File: config.mk
export PLATFORM = sky130hd
export DESIGN_NAME = raster_stamp_packer
export DESIGN_NICKNAME = d
export VERILOG_FILES = /design/src/rtl/raster_stamp_packer.sv
export SDC_FILE = /design/constraint.sdc
export NUM_CORES = 1
export LEC_CHECK = 0
export ABC_AREA = 1
export BUFFER_PORTS_ARGS = -buffer_cell sky130_fd_sc_hd__buf_2
export CAP_MARGIN = 20
export CELL_PAD_IN_SITES_DETAIL_PLACEMENT = 0
export CELL_PAD_IN_SITES_GLOBAL_PLACEMENT = 1
export CORE_UTILIZATION = 35
export CTS_BUF_LIST = sky130_fd_sc_hd__clkbuf_8
export DETAILED_ROUTE_END_ITERATION = 6
export GPL_TIMING_DRIVEN = 0
export PLACE_DENSITY = 0.73
export SLEW_MARGIN = 30
export SYNTH_ARGS = -nofsm -noshare
export SYNTH_HDL_FRONTEND = slang
export SYNTH_SLANG_ARGS = --single-unit
export TNS_END_PERCENT = 20
File: constraint.sdc
create_clock -name clk -period 1.7 [get_ports clk]
set_input_delay 0.17 -clock clk [delete_from_list [all_inputs] [get_ports clk]]
set_output_delay 0.17 -clock clk [all_outputs]
set_load 0.1 [all_outputs]
File: src/rtl/raster_stamp_packer.sv
// Packs rasterizer stamps into NUM_LANES-wide batches and ends each frame with a sticky done batch.
// Optional performance counters are built only when RASTER_PACKER_PERF_EN is defined.
module raster_stamp_packer #(
    parameter int NUM_LANES = 4,
    parameter int STAMP_W   = 96
) (
    input  logic                         clk,
    input  logic                         reset,
    input  logic                         in_valid,
    input  logic [STAMP_W-1:0]           in_stamp,
    input  logic                         in_nostamp,
    input  logic                         in_eof,
    output logic                         in_ready,
    output logic                         out_valid,
    output logic [NUM_LANES*STAMP_W-1:0] out_stamps,
    output logic [NUM_LANES-1:0]         out_mask,
    output logic                         out_done,
    input  logic                         out_ready,
    output logic [31:0]                  perf_batches,
    output logic [31:0]                  perf_stalls
);
    localparam int            CW       = $clog2(NUM_LANES + 1);
    localparam logic [CW-1:0] CNT_FULL = CW'(NUM_LANES);

    typedef enum logic [1:0] {
        ST_FILL  = 2'd0,
        ST_FLUSH = 2'd1,
        ST_DONE  = 2'd2
    } state_t;

    state_t                       state_r;
    state_t                       state_next_s;
    logic [CW-1:0]                cnt_r;
    logic [CW-1:0]                cnt_next_s;
    logic                         sealed_r;
    logic                         done_pending_r;
    logic [NUM_LANES*STAMP_W-1:0] lanes_r;
    logic                         out_valid_r;
    logic                         out_done_r;
    logic [NUM_LANES-1:0]         out_mask_r;
    logic [NUM_LANES*STAMP_W-1:0] out_stamps_r;

    logic                         in_ready_s;
    logic                         acc_s;
    logic                         stamp_acc_s;
    logic                         eof_acc_s;
    logic                         out_fire_s;
    logic                         out_free_s;
    logic                         load_data_s;
    logic                         load_done_s;
    logic                         seal_set_s;
    logic [NUM_LANES-1:0]         fill_mask_s;
    logic [NUM_LANES*STAMP_W-1:0] fill_stamps_s;

    // Handshake qualifiers and output-register load decisions.
    always_comb begin
        in_ready_s  = !sealed_r && !done_pending_r;
        acc_s       = in_valid && in_ready_s;
        stamp_acc_s = acc_s && !in_nostamp;
        eof_acc_s   = acc_s && in_eof;
        out_fire_s  = out_valid_r && out_ready;
        out_free_s  = !out_valid_r || out_ready;
        load_data_s = sealed_r && out_free_s;
        load_done_s = done_pending_r && !sealed_r && out_free_s;
        if (stamp_acc_s) begin
            cnt_next_s = cnt_r + CW'(1'b1);
        end else begin
            cnt_next_s = cnt_r;
        end
        seal_set_s = (stamp_acc_s && (cnt_next_s == CNT_FULL)) ||
                     (eof_acc_s && (cnt_next_s != {CW{1'b0}}));
    end

    // Batch image: filled lanes pass through, unfilled lanes read as zero.
    always_comb begin
        fill_mask_s   = {NUM_LANES{1'b0}};
        fill_stamps_s = {(NUM_LANES*STAMP_W){1'b0}};
        for (int i = 0; i < NUM_LANES; i++) begin
            fill_mask_s[i] = (CW'(i) < cnt_r);
            if (fill_mask_s[i]) begin
                fill_stamps_s[i*STAMP_W +: STAMP_W] = lanes_r[i*STAMP_W +: STAMP_W];
            end else begin
                fill_stamps_s[i*STAMP_W +: STAMP_W] = {STAMP_W{1'b0}};
            end
        end
    end

    // Next-state logic for the FILL / FLUSH / DONE controller.
    always_comb begin
        state_next_s = state_r;
        case (state_r)
            ST_FILL: begin
                if (seal_set_s || eof_acc_s) begin
                    state_next_s = ST_FLUSH;
                end else begin
                    state_next_s = ST_FILL;
                end
            end
            ST_FLUSH: begin
                if (load_done_s) begin
                    state_next_s = ST_DONE;
                end else if (load_data_s && !done_pending_r) begin
                    state_next_s = ST_FILL;
                end else begin
                    state_next_s = ST_FLUSH;
                end
            end
            ST_DONE: begin
                if (acc_s && (seal_set_s || eof_acc_s)) begin
                    state_next_s = ST_FLUSH;
                end else if (acc_s) begin
                    state_next_s = ST_FILL;
                end else begin
                    state_next_s = ST_DONE;
                end
            end
            default: state_next_s = ST_FILL;
        endcase
    end

    // State register.
    always_ff @(posedge clk or negedge reset) begin
        if (!reset) begin
            state_r <= ST_FILL;
        end else begin
            state_r <= state_next_s;
        end
    end

    // Lane storage, fill count and seal/done bookkeeping.
    always_ff @(posedge clk or negedge reset) begin
        if (!reset) begin
            lanes_r        <= {(NUM_LANES*STAMP_W){1'b0}};
            cnt_r          <= {CW{1'b0}};
            sealed_r       <= 1'b0;
            done_pending_r <= 1'b0;
        end else begin
            if (stamp_acc_s) begin
                for (int i = 0; i < NUM_LANES; i++) begin
                    if (cnt_r == CW'(i)) begin
                        lanes_r[i*STAMP_W +: STAMP_W] <= in_stamp;
                    end
                end
            end
            if (load_data_s) begin
                cnt_r    <= {CW{1'b0}};
                sealed_r <= 1'b0;
            end else begin
                cnt_r <= cnt_next_s;
                if (seal_set_s) begin
                    sealed_r <= 1'b1;
                end
            end
            if (eof_acc_s) begin
                done_pending_r <= 1'b1;
            end else if (load_done_s) begin
                done_pending_r <= 1'b0;
            end
        end
    end

    // Output register; the done batch is re-offered after every fire until new input arrives.
    always_ff @(posedge clk or negedge reset) begin
        if (!reset) begin
            out_valid_r  <= 1'b0;
            out_done_r   <= 1'b0;
            out_mask_r   <= {NUM_LANES{1'b0}};
            out_stamps_r <= {(NUM_LANES*STAMP_W){1'b0}};
        end else if (load_data_s) begin
            out_valid_r  <= 1'b1;
            out_done_r   <= 1'b0;
            out_mask_r   <= fill_mask_s;
            out_stamps_r <= fill_stamps_s;
        end else if (load_done_s) begin
            out_valid_r  <= 1'b1;
            out_done_r   <= 1'b1;
            out_mask_r   <= {NUM_LANES{1'b0}};
            out_stamps_r <= {(NUM_LANES*STAMP_W){1'b0}};
        end else if ((state_r == ST_DONE) && acc_s) begin
            out_valid_r <= 1'b0;
            out_done_r  <= 1'b0;
        end else if (out_fire_s && (state_r != ST_DONE)) begin
            out_valid_r <= 1'b0;
        end
    end

    assign in_ready   = in_ready_s;
    assign out_valid  = out_valid_r;
    assign out_done   = out_done_r;
    assign out_mask   = out_mask_r;
    assign out_stamps = out_stamps_r;

`ifdef RASTER_PACKER_PERF_EN
    logic [31:0] perf_batches_r;
    logic [31:0] perf_stalls_r;

    // Data-batch fires and backpressure cycles, both wrapping.
    always_ff @(posedge clk or negedge reset) begin
        if (!reset) begin
            perf_batches_r <= 32'd0;
            perf_stalls_r  <= 32'd0;
        end else begin
            if (out_fire_s && !out_done_r) begin
                perf_batches_r <= perf_batches_r + 32'd1;
            end
            if (out_valid_r && !out_ready) begin
                perf_stalls_r <= perf_stalls_r + 32'd1;
            end
        end
    end

    assign perf_batches = perf_batches_r;
    assign perf_stalls  = perf_stalls_r;
`else
    assign perf_batches = 32'd0;
    assign perf_stalls  = 32'd0;
`endif

endmodule
; ---- Word-level counts from Yosys, hierarchy flattened
; Cells that the tools add are included.
[totals]
n_memories = 0
word_cells = 84
romBits = 0
ramBits = 0
reg_bits = 781
latchBits = 0
[op_classes]
multipliers = 0
shift = 0
n_eq_ne = 7
addsub = 1
reduce_logical = 33
div = 0
n_mux = 27
bitwise_logic = 0
order_cmp = 4
[ops]
columns = operator, count
row1 = two-way mux 384 bit, 2
row2 = two-way mux 96 bit, 4
row3 = logical AND 1 bit, 14
row4 = two-way mux 1 bit, 13
row5 = two-way mux 4 bit, 2
row6 = AND reduction 2 bit, 4
row7 = "equality test 3 x 2 -> 1 bit, second input constant", 2
row8 = "less-than comparator 1 x 3 -> 1 bit, first input constant", 2
row9 = "less-than comparator 2 x 3 -> 1 bit, first input constant", 2
row10 = two-way mux 2 bit, 3
row11 = two-way mux 3 bit, 2
row12 = one-hot mux 2 bit (3 select lines), 1
row13 = nonzero test 2 bit, 3
row14 = nonzero test 3 bit, 2
row15 = zero test 1 bit, 4
row16 = nonzero test 4 bit, 1
row17 = "adder 3 x 1 -> 3 bit, second input constant", 1
row18 = "equality test 3 x 1 -> 1 bit, second input constant", 1
row19 = "equality test 3 bit, second input constant", 1
row20 = zero test 3 bit, 1
row21 = logical OR 1 bit, 3
row22 = "equality test 2 x 1 -> 1 bit, second input constant", 1
row23 = "equality test 2 bit, second input constant", 1
row24 = zero test 2 bit, 1
row25 = "inequality test 2 bit, second input constant", 1

; ---- Depth between registers and ports, before layout
[depth]
depth_word = 12
ltp_mapped = 10

; ---- Worst setup path after synthesis
; OpenSTA, ideal clock, no wires.
[synth_timing]
kind = flip-flop to flip-flop
startpoint = reg out_valid_r (netlist: out_valid)
endpoint = reg out_stamps_r[153] (netlist: out_stamps[153])
n_path_buf = 2
setup_time_ns = 0.134
path_slack_ns = -0.454
arrival_time_ns = 2.020
synth_period_minus_slack_ns = 2.154
path_stages_with_launch = 8
cell_sequence = dfrtp_1 > nand2_1 > nand2_2 > inv_4 > o21ai_2 > buf_4 > clkbuf_1 > o21ai_0
[synth_via]
elab_chain_cells = 4
[synth_lines]
columns = element, line_no
row1 = "start, declared", 38  ; logic out_valid_r;
row2 = "start signal, assigned", 165  ; out_valid_r <= 1'b0;
row3 = "start signal, assigned", 170  ; out_valid_r <= 1'b1;
row4 = "start signal, assigned", 175  ; out_valid_r <= 1'b1;
row5 = zero test 1 bit (*), 62  ; out_free_s = !out_valid_r || out_ready;
row6 = logical OR 1 bit (*), 62
row7 = logical AND 1 bit (on tied branches), "63, 64"
row8 = two-way mux 384 bit or nonzero test 2 bit (tied branches), n/a
row9 = "end signal, assigned", 168  ; out_stamps_r <= {(NUM_LANES*STAMP_W){1'b0}};
row10 = "end signal, assigned", 173  ; out_stamps_r <= fill_stamps_s;
row11 = "end signal, assigned", 178  ; out_stamps_r <= {(NUM_LANES*STAMP_W){1'b0}};
row12 = "end, declared", 41  ; logic [NUM_LANES*STAMP_W-1:0] out_stamps_r;
; Mark *: on every way between the ends. The rest lies on a longest branch, timed or not.
; A chain may end at the register's enable or synchronous reset.

; ---- Worst setup path after layout
[layout_timing]
startpoint = reg sealed_r
endpoint = reg lanes_r[12]
[layout_via]
elab_chain_cells = 5
[layout_lines]
columns = element, line_no
row1 = "start, declared", 35  ; logic sealed_r;
row2 = "start signal, assigned", 135  ; sealed_r <= 1'b0;
row3 = "start signal, assigned", 147  ; sealed_r <= 1'b0;
row4 = "start signal, assigned", 151  ; sealed_r <= 1'b1;
row5 = zero test 1 bit, 57  ; in_ready_s = !sealed_r && !done_pending_r;
row6 = logical AND 1 bit, 57
row7 = logical AND 1 bit, 58  ; acc_s = in_valid && in_ready_s;
row8 = logical AND 1 bit, 59  ; stamp_acc_s = acc_s && !in_nostamp;
row9 = AND reduction 2 bit (no source line), n/a
row10 = "end signal, assigned", 133  ; lanes_r <= {(NUM_LANES*STAMP_W){1'b0}};
row11 = "end signal, assigned by index", 141  ; lanes_r[i*STAMP_W +: STAMP_W] <= in_stamp;
row12 = "end, declared", 37  ; logic [NUM_LANES*STAMP_W-1:0] lanes_r;
; No other way between the ends.

==> impl_metrics.json <==
{
  "critical_path_class": "reg2reg",
  "hold_ws_ns": -0.779,
  "p_sw_share_pct": 43.5,
  "track_usage_pct": 22.8,
  "p_per_area_nw_per_um2": 1810,
  "ys_seq_area_share_pct": 66.0,
  "core-area_sq_um": 83700,
  "hpwlAfterDp_mm": 67.6,
  "fmaxAchievable_mhz": 561,
  "setup_slack_ns": -0.0832,
  "hold_viol": 244,
  "synth.area.top_cells": "dfrtp_1, nand2_1, a32o_1",
  "start_kind": "flop",
  "post_drt_wl_per_cell_microns": 20.6,
  "first_pass_iters": 5,
  "gp_congestion": 0.803,
  "regArea_sq_um": 19600,
  "synth_cells": 2742,
  "violations": "negative hold slack, negative setup slack",
  "cts_buffer_depth": 3,
  "crit_chain": "nor2_4 > nand3_4 > nor2_4 > nand2_2 > buf_12 > buf_4 > nand2_1 > o21ai_0",
  "final_max_slew_viol_count": 0,
  "cp_slowest_cell": "dfrtp_2",
  "rr_worst_depth": 8,
  "grt_pass1_vias": 23100,
  "vdd_drop_max_mv": 1.49,
  "status": "finished with violations",
  "wl_mm": 98.8,
  "grt_pass1_wl_mm": 147,
  "reg2reg_to": "lanes_r[12]",
  "pin_count": 557,
  "setup_viol": 121,
  "period_needed_ns": 1.78,
  "drt_iter0_markers": 1462,
  "endpoint": "lanes_r[12]",
  "rrSetupSlack_ns": -0.08,
  "timing.final.crit_share_pct": 105,
  "tritoncts": "yes",
  "critPathTopFamily": "simple AND/OR/NAND/NOR gates",
  "worst_pin_slew_ns": 0.645,
  "fp.dieW_microns": 293,
  "overflow": 0,
  "grt_max_degree": 120,
  "worst_setup_path_end_kind": "flop",
  "slew_headroom_pct": 57.0,
  "crit_start": "sealed_r",
  "via_count": 23200,
  "worst-path-buf-inv": 2,
  "max_stage_delay_ns": 0.43,
  "hp-class": "in2async",
  "power.total_mw": 73.1,
  "rsz0062_at_grt": "true",
  "fin_skew_ns": 0.0356,
  "ys_seq_elements": 781,
  "cpMostUsedCell": "nor2_4",
  "power.switching_mw": 31.8,
  "clockRootBuffer": "clkbuf_8",
  "p_int_mw": 41.3,
  "cts_made_buffers": 134,
  "r2r-start": "sealed_r",
  "row_count": 106,
  "critical_path_arrival_ns": 2.39,
  "clockPowerShare_pct": 23.7,
  "clkLatencyLatePin_ns": 0.78,
  "required_ns": 2.31,
  "cts_hold_buf": 101,
  "multiInputGateArea_sq_um": 7740,
  "synth.avg_cell_area_sq_um": 10.8,
  "leakage_nw": 20.4,
  "combinationalPowerShare_pct": 38.3,
  "ctsHtreeMaxLevel": 4,
  "worstSetupPathDepth": 8,
  "cap_violations": 0,
  "seqPwrFrac_pct": 37.9,
  "n_fill_cell": 7836,
  "die-area_sq_um": 85800,
  "synthDistinctLibCells": 28,
  "initial_core_util_pct": 35.4,
  "antenna_found_initial": 5,
  "die_y_microns": 293,
  "ys_warn_count": 0,
  "area_delta_synth_final_pct": 36.1,
  "drc_errors": 0,
  "worstPathMaxFanout": 10,
  "synthDominantCellAreaShare_pct": 66.0,
  "drive_above_1_share_pct": 27.8,
  "cts.clk_slew.worst_paths_ns": 0.06,
  "ant_nets": 0,
  "via_per_inst": 4.82,
  "fin_nets": 3678,
  "clkSinkCount": 781,
  "portBuffers": 492,
  "netlist_area_sq_um": 29600,
  "netlist.top_cell.by_area": "dfrtp_1"
}
[cell families after synthesis]
group / Yosys count / share of synthesized area [%]
adder cells (fa/ha/maj): 3 / 0.127
AND/OR/NAND/NOR: 619 / 8.04
other: 1 / 0.0127
flip-flops: 781 / 66.0
XOR/XNOR: 1 / 0.0296
AO/OA/AOI/OAI: 783 / 16.6
buffers and inverters: 554 / 9.27
[synthesized netlist by cell type]
cell         n
a21oi_1      5
a32o_1     193
buf_2       88
buf_4      108
buf_6       20
clkbuf_1    37
conb_1       1
dfrtp_1    781
ha_1         3
inv_1      297
inv_2        3
inv_4        1
nand2_1    600
nand2_2      3
nand3_1      1
nand3_2      2
nand3_4      1
nand4_1      3
nor2_1       6
nor2_4       2
nor3_1       1
o2111ai_1    1
o21ai_0    267
o21ai_1    314
o21ai_2      1
o22ai_1      1
o31ai_4      1
xnor2_1      1
[metrics by stage]
step	TNS [ns]	instance area [sq um]	std cells	util, %	setup slack, ns
global route	-14.07	40300	4805	48.2	-0.147
CTS	-5.07	39600	4791	47.3	-0.157
floorplan	-94.52	30000	2805	-	-0.276
detailed placement	-268.73	34100	4438	40.7	-0.897
global placement	-	33800	4431	40.4	-19.14
finish	-3.61	40300	4805	48.2	-0.0832
[worst min path at each step]
| stage | endpoint | slack, ns | cells after the start |
|---|---|---|---|
| finish | out_stamps[104] | -0.78 | 1 |
| global route | lanes_r[105] | -0.84 | 1 |
| CTS | lanes_r[105] | -0.86 | 1 |
| detailed placement | lanes_r[105] | -0.008 | 1 |
| global placement | done_pending_r | 0.45 | 3 |
| floorplan | cnt_r[0] | -0.13 | 0 |
[cells in the final DEF (no fill, tap or decap), types with 4 or more instances in the layout]
cell / n
clkbuf_8: 167
buf_2: 127
clkinv_2: 11
a21oi_1: 4
nand2_1: 579
clkbuf_2: 7
dfrtp_1: 775
conb_1: 64
inv_2: 4
nand2_2: 21
inv_1: 334
clkbuf_16: 4
dlygate4sd3_1: 100
clkbuf_1: 17
nor2_1: 5
buf_6: 168
a32o_1: 193
o21ai_1: 345
o21ai_0: 220
o21ai_2: 16
buf_12: 21
buf_16: 10
clkinvlp_4: 6
clkbuf_4: 20
dfrtp_2: 5
buf_8: 9
buf_4: 401
[per-layer routing]
metal  global-route usage [%]  share of wire, %
met1                     29.3                42
met2                     37.6                49
met3                     4.96               5.6
met4                     8.96               3.6
met5                        0                 0
[state kept, by name (all words and copies together) (netlist names)]
signal / flops
cnt_r: 3
done_pending_r: 1
lanes_r: 384
out_done: 1
out_mask: 4
out_stamps: 384
out_valid: 1
sealed_r: 1
state_r: 2
[power by group through the flow]
stage	registers, mW	clock network [mW]	logic, mW
finish	27.7	17.3	28.0
global route	28.4	18.6	29.9
CTS	27.6	17.8	27.2
detailed placement	27.8	0	25.3
global placement	27.7	0	24.9
floorplan	36.5	0	9.47
[worst register-to-register path: cells and delay by family (launching register included)]
kind	cells	cell delay, ns
AND/OR/NAND/NOR	5	0.74
flip-flops	1	0.43
buffers and inverters	2	0.41
AO/OA/AOI/OAI	1	0.07
[repair_timing]
action                     in CTS  in global routing
setup endpoints to repair    1094                866
hold endpoints to repair      639                244
gates resized for setup       582                228
pin swaps                       6                  5
setup buffers                  18                 10
cloned                          2                  4
[cell type report]
cell class	count	share of cell area, %
diodes	1	0.00621
plain buffers	251	5.51
clock buffers	167	5.70
clock inverters	66	1.07
inverters	301	2.83
multi-input cells	1470	19.2
flip-flops and latches	781	48.5
well taps	1134	3.52
repair buffers	634	13.7
(Power assumes the default switching activity.)
